$ cat src/rtl/ball_pkg.sv
// rtl/ball_pkg.sv - shared state encoding, screen/ball constants and speed clamp for the ball datapath
package ball_pkg;

    localparam int DEF_SCREEN_W   = 640;
    localparam int DEF_SCREEN_H   = 480;
    localparam int DEF_BALL_SIZE  = 20;
    localparam int DEF_HIT_ZONE_W = 80;
    localparam int DEF_MIN_SPEED  = 2;
    localparam int DEF_MAX_SPEED  = 12;
    localparam int DEF_VY         = 2;
    localparam int DEF_MAX_MISS   = 3;

    typedef enum logic [2:0] {
        IDLE,
        SERVE,
        MOVE,
        MISS,
        GAME_OVER
    } ball_state_t;

    function automatic logic [9:0] clamp_speed(input logic [9:0] v,
                                               input logic [9:0] lo,
                                               input logic [9:0] hi);
        if (v < lo)
            return lo;
        else if (v > hi)
            return hi;
        else
            return v;
    endfunction

endpackage

$ cat src/rtl/frame_tick_gen.sv
// rtl/frame_tick_gen.sv - one-cycle strobe on the last active pixel of each frame
module frame_tick_gen #(
    parameter int SCREEN_W = 640,
    parameter int SCREEN_H = 480
) (
    input  logic [9:0] x_pixel,
    input  logic [9:0] y_pixel,
    output logic       frame_tick
);

    assign frame_tick = (x_pixel == 10'(SCREEN_W - 1)) && (y_pixel == 10'(SCREEN_H - 1));

endmodule

$ cat src/rtl/ball_motion_controller.sv
// rtl/ball_motion_controller.sv - serve/move/miss FSM and per-frame ball position update
module ball_motion_controller
    import ball_pkg::*;
#(
    parameter int SCREEN_W   = DEF_SCREEN_W,
    parameter int SCREEN_H   = DEF_SCREEN_H,
    parameter int BALL_SIZE  = DEF_BALL_SIZE,
    parameter int HIT_ZONE_W = DEF_HIT_ZONE_W,
    parameter int MIN_SPEED  = DEF_MIN_SPEED,
    parameter int MAX_SPEED  = DEF_MAX_SPEED,
    parameter int VY         = DEF_VY,
    parameter int MAX_MISS   = DEF_MAX_MISS
) (
    input  logic       clk_25MHz,
    input  logic       reset,
    input  logic [9:0] x_pixel,
    input  logic [9:0] y_pixel,
    input  logic       start,
    input  logic       collision_detected,
    input  logic [9:0] estimated_speed,
    output logic [9:0] ball_x,
    output logic [9:0] ball_y,
    output logic       is_ball_moving_left,
    output logic       is_hit_area,
    output logic       is_ball_pixel,
    output logic [1:0] miss_count,
    output logic       game_over
);

    localparam logic [9:0] X_MAX    = 10'(SCREEN_W - BALL_SIZE);
    localparam logic [9:0] Y_MAX    = 10'(SCREEN_H - BALL_SIZE);
    localparam logic [9:0] X_CENTER = 10'((SCREEN_W - BALL_SIZE) / 2);
    localparam logic [9:0] Y_CENTER = 10'((SCREEN_H - BALL_SIZE) / 2);
    localparam logic [9:0] SPD_MIN  = 10'(MIN_SPEED);
    localparam logic [9:0] SPD_MAX  = 10'(MAX_SPEED);
    localparam logic [9:0] VY_MAG   = 10'(VY);

    ball_state_t state, state_next;
    logic [9:0]  speed, speed_next;
    logic [9:0]  pending_speed, pending_speed_next;
    logic        hit_pending, hit_pending_next;
    logic        vy_down, vy_down_next;
    logic [9:0]  ball_x_next, ball_y_next;
    logic        moving_left_next;
    logic [1:0]  miss_count_next;
    logic        game_over_next;

    logic        frame_tick;
    logic        hit_now;
    logic [9:0]  clamped_speed;
    logic [9:0]  x_step;
    logic [10:0] x_sum;
    logic [10:0] y_sum;

    frame_tick_gen #(
        .SCREEN_W (SCREEN_W),
        .SCREEN_H (SCREEN_H)
    ) u_frame_tick_gen (
        .x_pixel    (x_pixel),
        .y_pixel    (y_pixel),
        .frame_tick (frame_tick)
    );

    // A pulse on the tick cycle itself is folded straight into that tick's update.
    assign hit_now       = collision_detected && is_ball_moving_left && (state == MOVE);
    assign clamped_speed = clamp_speed(estimated_speed, SPD_MIN, SPD_MAX);
    assign x_step        = hit_now ? clamped_speed : (hit_pending ? pending_speed : speed);
    assign x_sum         = {1'b0, ball_x} + {1'b0, x_step};
    assign y_sum         = {1'b0, ball_y} + {1'b0, VY_MAG};

    always_comb begin
        state_next         = state;
        ball_x_next        = ball_x;
        ball_y_next        = ball_y;
        moving_left_next   = is_ball_moving_left;
        speed_next         = speed;
        pending_speed_next = pending_speed;
        hit_pending_next   = hit_pending;
        vy_down_next       = vy_down;
        miss_count_next    = miss_count;

        case (state)
            IDLE: begin
                if (start)
                    state_next = SERVE;
            end
            SERVE: begin
                if (frame_tick) begin
                    ball_x_next      = X_CENTER;
                    ball_y_next      = Y_CENTER;
                    moving_left_next = 1'b1;
                    speed_next       = SPD_MIN;
                    vy_down_next     = 1'b1;
                    hit_pending_next = 1'b0;
                    state_next       = MOVE;
                end
            end
            MOVE: begin
                if (hit_now) begin
                    hit_pending_next   = 1'b1;
                    pending_speed_next = clamped_speed;
                end
                if (frame_tick) begin
                    if (vy_down) begin
                        if (y_sum > {1'b0, Y_MAX}) begin
                            ball_y_next  = Y_MAX;
                            vy_down_next = 1'b0;
                        end else begin
                            ball_y_next = y_sum[9:0];
                        end
                    end else if (ball_y < VY_MAG) begin
                        ball_y_next  = '0;
                        vy_down_next = 1'b1;
                    end else begin
                        ball_y_next = ball_y - VY_MAG;
                    end

                    if (hit_now || hit_pending) begin
                        moving_left_next = 1'b0;
                        speed_next       = x_step;
                        ball_x_next      = x_sum[9:0];
                        hit_pending_next = 1'b0;
                    end else if (is_ball_moving_left) begin
                        if (ball_x < speed)
                            state_next = MISS;
                        else
                            ball_x_next = ball_x - speed;
                    end else if (x_sum >= {1'b0, X_MAX}) begin
                        ball_x_next      = X_MAX;
                        moving_left_next = 1'b1;
                    end else begin
                        ball_x_next = x_sum[9:0];
                    end
                end
            end
            MISS: begin
                miss_count_next = miss_count + 2'd1;
                state_next      = (miss_count_next == 2'(MAX_MISS)) ? GAME_OVER : SERVE;
            end
            GAME_OVER: begin
                if (start) begin
                    miss_count_next = '0;
                    state_next      = SERVE;
                end
            end
            default: state_next = IDLE;
        endcase

        game_over_next = (state_next == GAME_OVER);
    end

    always_ff @(posedge clk_25MHz or posedge reset) begin
        if (reset)
            state <= IDLE;
        else
            state <= state_next;
    end

    always_ff @(posedge clk_25MHz or posedge reset) begin
        if (reset) begin
            ball_x              <= '0;
            ball_y              <= '0;
            is_ball_moving_left <= 1'b1;
            speed               <= SPD_MIN;
            pending_speed       <= SPD_MIN;
            hit_pending         <= 1'b0;
            vy_down             <= 1'b1;
            miss_count          <= '0;
            game_over           <= 1'b0;
        end else begin
            ball_x              <= ball_x_next;
            ball_y              <= ball_y_next;
            is_ball_moving_left <= moving_left_next;
            speed               <= speed_next;
            pending_speed       <= pending_speed_next;
            hit_pending         <= hit_pending_next;
            vy_down             <= vy_down_next;
            miss_count          <= miss_count_next;
            game_over           <= game_over_next;
        end
    end

    logic [10:0] x_end, y_end;
    assign x_end = {1'b0, ball_x} + 11'(BALL_SIZE);
    assign y_end = {1'b0, ball_y} + 11'(BALL_SIZE);

    assign is_ball_pixel = (x_pixel >= ball_x) && ({1'b0, x_pixel} < x_end) &&
                           (y_pixel >= ball_y) && ({1'b0, y_pixel} < y_end);
    assign is_hit_area   = is_ball_pixel && (ball_x < 10'(HIT_ZONE_W));

endmodule

$ cat config.mk
export PLATFORM = sky130hd
export DESIGN_NAME = ball_motion_controller
export DESIGN_NICKNAME = d
export VERILOG_FILES = /design/src/rtl/ball_pkg.sv /design/src/rtl/frame_tick_gen.sv /design/src/rtl/ball_motion_controller.sv
export SDC_FILE = /design/constraint.sdc
export NUM_CORES = 1
export LEC_CHECK = 0
export CAP_MARGIN = 20
export CORE_MARGIN = 2
export CORE_UTILIZATION = 45
export CTS_CLUSTER_SIZE = 24
export DETAILED_ROUTE_END_ITERATION = 7
export PLACE_DENSITY_LB_ADDON = 0.15
export SLEW_MARGIN = 20
export SYNTH_ARGS = -nofsm -noshare
export SYNTH_HDL_FRONTEND = slang
export SYNTH_SLANG_ARGS = --single-unit
$ cat constraint.sdc
create_clock -name clk_25MHz -period 3.9 [get_ports clk_25MHz]
set_clock_uncertainty 0.2 [all_clocks]
set_input_delay 0.78 -clock clk_25MHz [delete_from_list [all_inputs] [get_ports clk_25MHz]]
set_output_delay 0.78 -clock clk_25MHz [all_outputs]
set_load 0.1 [all_outputs]
==> metrics.md <==
| Metric | Value |
|---|---|
| Outcome | `completed` |
| DIE WIDTH | `roughly 110 µm` |
| Post-synth EDFFs | `0` |
| Slew margin rel. | `0.3435` |
| Number of fill cells | `896` |
| Hold Slack | `0.3016 ns` |
| Routed Antenna Nets | `0` |
| Top Layer Used | `met4` |
| Nets@finish | `761` |
| Post-synthesis cell area | `about 4700 µm²` |
| Root Driver | `clkbuf_8` |
| Synthesized area per cell | `around 8.5 µm²` |
| DR vias/cell | `between 5 and 6` |
| Met2 Routed Length | `6.512 mm` |
| Final Wtd Congestion | `0.9637` |
| # DRC | `0` |
| Final worst slack | `0.05428 ns` |
| Arrival time at the worst endpoint | `2.87 ns` |
| Most frequent cells in the layout | `73 x buf_4, 57 x ha_1, 41 x nor2_1` |
| Deepest clock path buffer count | `2` |
| Final wirelength | `about 14 mm` |
| Synthesis-to-layout area growth | `35.13%` |
| Area of the die | `11190 µm²` |
| Sw Share | `0.2709` |
| Skew-Pair Late Insertion Delay | `roughly 0.32 ns` |
| Max Fclk | `0.2600 GHz` |
| Die height | `about 110 µm` |
| Post-DP HPWL | `around 11 mm` |
| Measured slew at the worst slew-check pin | `0.9816 ns` |
| Floorplan row count | `37` |
| # diodes | `0` |
| Net Switching | `0.0002555 W` |
| CTS tree | `built` |
| I/O pin cnt | `60` |
| Area of the multi-input gates | `3473 µm²` |
| Most used DFF post-synth | `dfrtp_1` |
| # setup viols final | `0` |
| Internal power | `0.0006876 W` |
| Post-Syn Instances | `550` |
| TritonRoute pass-1 iters | `5` |
| Initial core utilization | `0.4577` |
| H-tree depth | `2` |
| # Max-Cap Violations | `0` |
| DR WL/cell | `17.26 µm` |
| Netlist cell types | `a little under 80` |
| CP required | `slightly below 3 ns` |
| Fin cells | `800` |
| Sequential Power Share | `0.529` |
| Sequential Area | `1257 µm²` |
| Setup Crit Path Kind | `flop to output port` |
| Clock share of power | `0.345` |
| Seq/Total Area, Yosys | `0.2587` |
| Congestion Overflow GR | `0` |
| Largest net degree at the start of global routing | `26` |
| Num CTS Buffers | `5` |
| Hold Buf Count CTS | `0` |
| RSZ-0062 raised after global routing | `yes` |
| First-pass GRT wire length | `roughly 22 mm` |
| Via count | `4557` |
| Core Region | `10180 µm²` |
| Vias in the first global route | `4379` |
| Static Leak | `2.761 nW` |
| Power density cells | `149.7 nW/µm²` |
| Tcrit/Tclk final | `0.9861` |
| Max VDD drop | `approximately 120 µV` |
| Layout cells sized above 1 | `0.2575` |
| Slew Viols, Final | `0` |
| Clock Pin Slew Worst Setup and Hold Paths | `0.11 ns` |
| CP Launch Type | `flop` |
| Met3 routed WL | `slightly above 600 µm` |
| Worst slack, placed | `-0.4970 ns` |
| Final min period | `3.846 ns` |
| Crit path capture type | `output port` |
| Critical path fanouts, max | `3` |
| Synth warnings | `0` |
| Ys async rst share | `1.000` |
| Number of instances in the placed design | `769` |
| Syn Nets | `648` |
| Wl on met1 | `6.287 mm` |
| Hold crit path type | `flop to flop` |
| Gate power share | `0.126` |
| Clock sink count | `48` |
| Buffers on Ports | `58` |
| 1st-iter DRT viols | `236` |
| Commonest non-fill, non-tap cell in the layout | `buf_4` |
| Seq cells post-synth | `between 40 and 50` |
| Initial antenna violation count | `0` |
| Final total power | `0.0009431 W` |
| Fin. Hold Viols | `0` |
| GR Util All Layers | `0.2478` |
area by class of cell:
type                       count  share of cell area
clock buffer                   5             0.01092
clock inverter                 3            0.003972
inverter                      41             0.02483
multi-input combinational    438              0.5513
sequential                    48              0.1996
tap                          136             0.02701
timing repair buffer         129              0.1823
flip-flops by register name, summed over array words and instances, names as in the netlist:
register	flops
vy_down	1
is_ball_moving_left	1
speed	10
miss_count	2
state	3
game_over	1
ball_y	9
hit_pending	1
ball_x	10
pending_speed	10
synthesized netlist by cell type (5+ instances only):
| cell | number | share of area |
|---|---|---|
| xor2_1 | 10 | 0.019 |
| o31ai_1 | 11 | 0.018 |
| nor3_1 | 12 | 0.013 |
| and2_1 | 6 | 0.0081 |
| nand2b_1 | 7 | 0.0094 |
| o21bai_1 | 5 | 0.0081 |
| o21ai_0 | 38 | 0.041 |
| clkbuf_1 | 12 | 0.0097 |
| o22ai_1 | 6 | 0.0081 |
| ha_1 | 62 | 0.17 |
| dfrtp_1 | 44 | 0.24 |
| nand2_1 | 29 | 0.023 |
| nor2b_1 | 7 | 0.0094 |
| o211ai_1 | 6 | 0.0097 |
| mux2i_1 | 10 | 0.021 |
| xnor2_1 | 24 | 0.045 |
| nor2_1 | 46 | 0.037 |
| nand3_1 | 22 | 0.024 |
| buf_2 | 5 | 0.0054 |
| inv_1 | 41 | 0.033 |
| a21o_1 | 9 | 0.014 |
| a21oi_1 | 43 | 0.046 |
stage by stage:
step / util / cell area [µm²] / setup TNS, ns
6_report: 0.6186 / 6300 / 0
5_1_grt: 0.6186 / 6300 / -0.07680
4_1_cts: 0.6037 / 6148 / -0.05676
3_5_place_dp: 0.5684 / 5789 / -4.683
3_3_place_gp: 0.5684 / 5789 / -3.165
2_1_floorplan: - / 4786 / -0.1122
power by group through the flow:
stage          registers, W  clock network (W)   logic, W
4_1_cts            0.000499           0.000328   0.000119
2_1_floorplan      0.000510                  0  0.0000489
6_report           0.000499           0.000325   0.000119
3_5_place_dp       0.000509                  0   0.000114
3_3_place_gp       0.000509                  0   0.000110
5_1_grt            0.000499           0.000350   0.000132
layer usage:
layer	up-vias	global-route usage
li1	2219	-
met2	128	0.4203
met5	-	0
met1	2188	0.3296
met4	0	0.08741
met3	22	0.02350
repair_timing:
item	in CTS	in global routing
endpoints found under the setup margin	9	13
buffers inserted	14	9
cloned	0	0
resized for setup	45	30
pin swaps	26	40
final timing paths:
check                                 startpoint          endpoint  slack, ns  depth (start not counted)
min in group asynchronous                  reset          speed[4]       0.61                          2
max in group asynchronous                  reset         ball_x[2]       2.24                          3
worst min register to register  pending_speed[1]  pending_speed[1]       0.30                          2
worst max register to register          state[0]         ball_x[6]       0.20                         14
worst min-delay path            pending_speed[1]  pending_speed[1]       0.30                          2
worst max-delay path                   ball_x[2]       is_hit_area       0.05                         10
critical path: stages (launching register included):
cell and delay (ns):
dfrtp_4 0.53, a21oi_4 0.17, nor3_2 0.07, xnor2_1 0.13, ha_1 0.30, a21o_1 0.17
a211oi_2 0.21, a21oi_1 0.10, or4b_4 0.53, nor3_4 0.17, buf_12 0.20
logic make-up after synthesis:
| logic type | Yosys count | share of synthesized area |
|---|---|---|
| fa+ha+maj | 65 | 0.1771 |
| xor+xnor | 34 | 0.06387 |
| mux | 10 | 0.02147 |
| flops | 48 | 0.2587 |
| simple gates | 161 | 0.1782 |
| buf+inv | 64 | 0.05797 |
| other cells | 1 | 0.0008044 |
| compound gates | 167 | 0.2418 |
No activity file was read; power rests on OpenSTA's default activity.
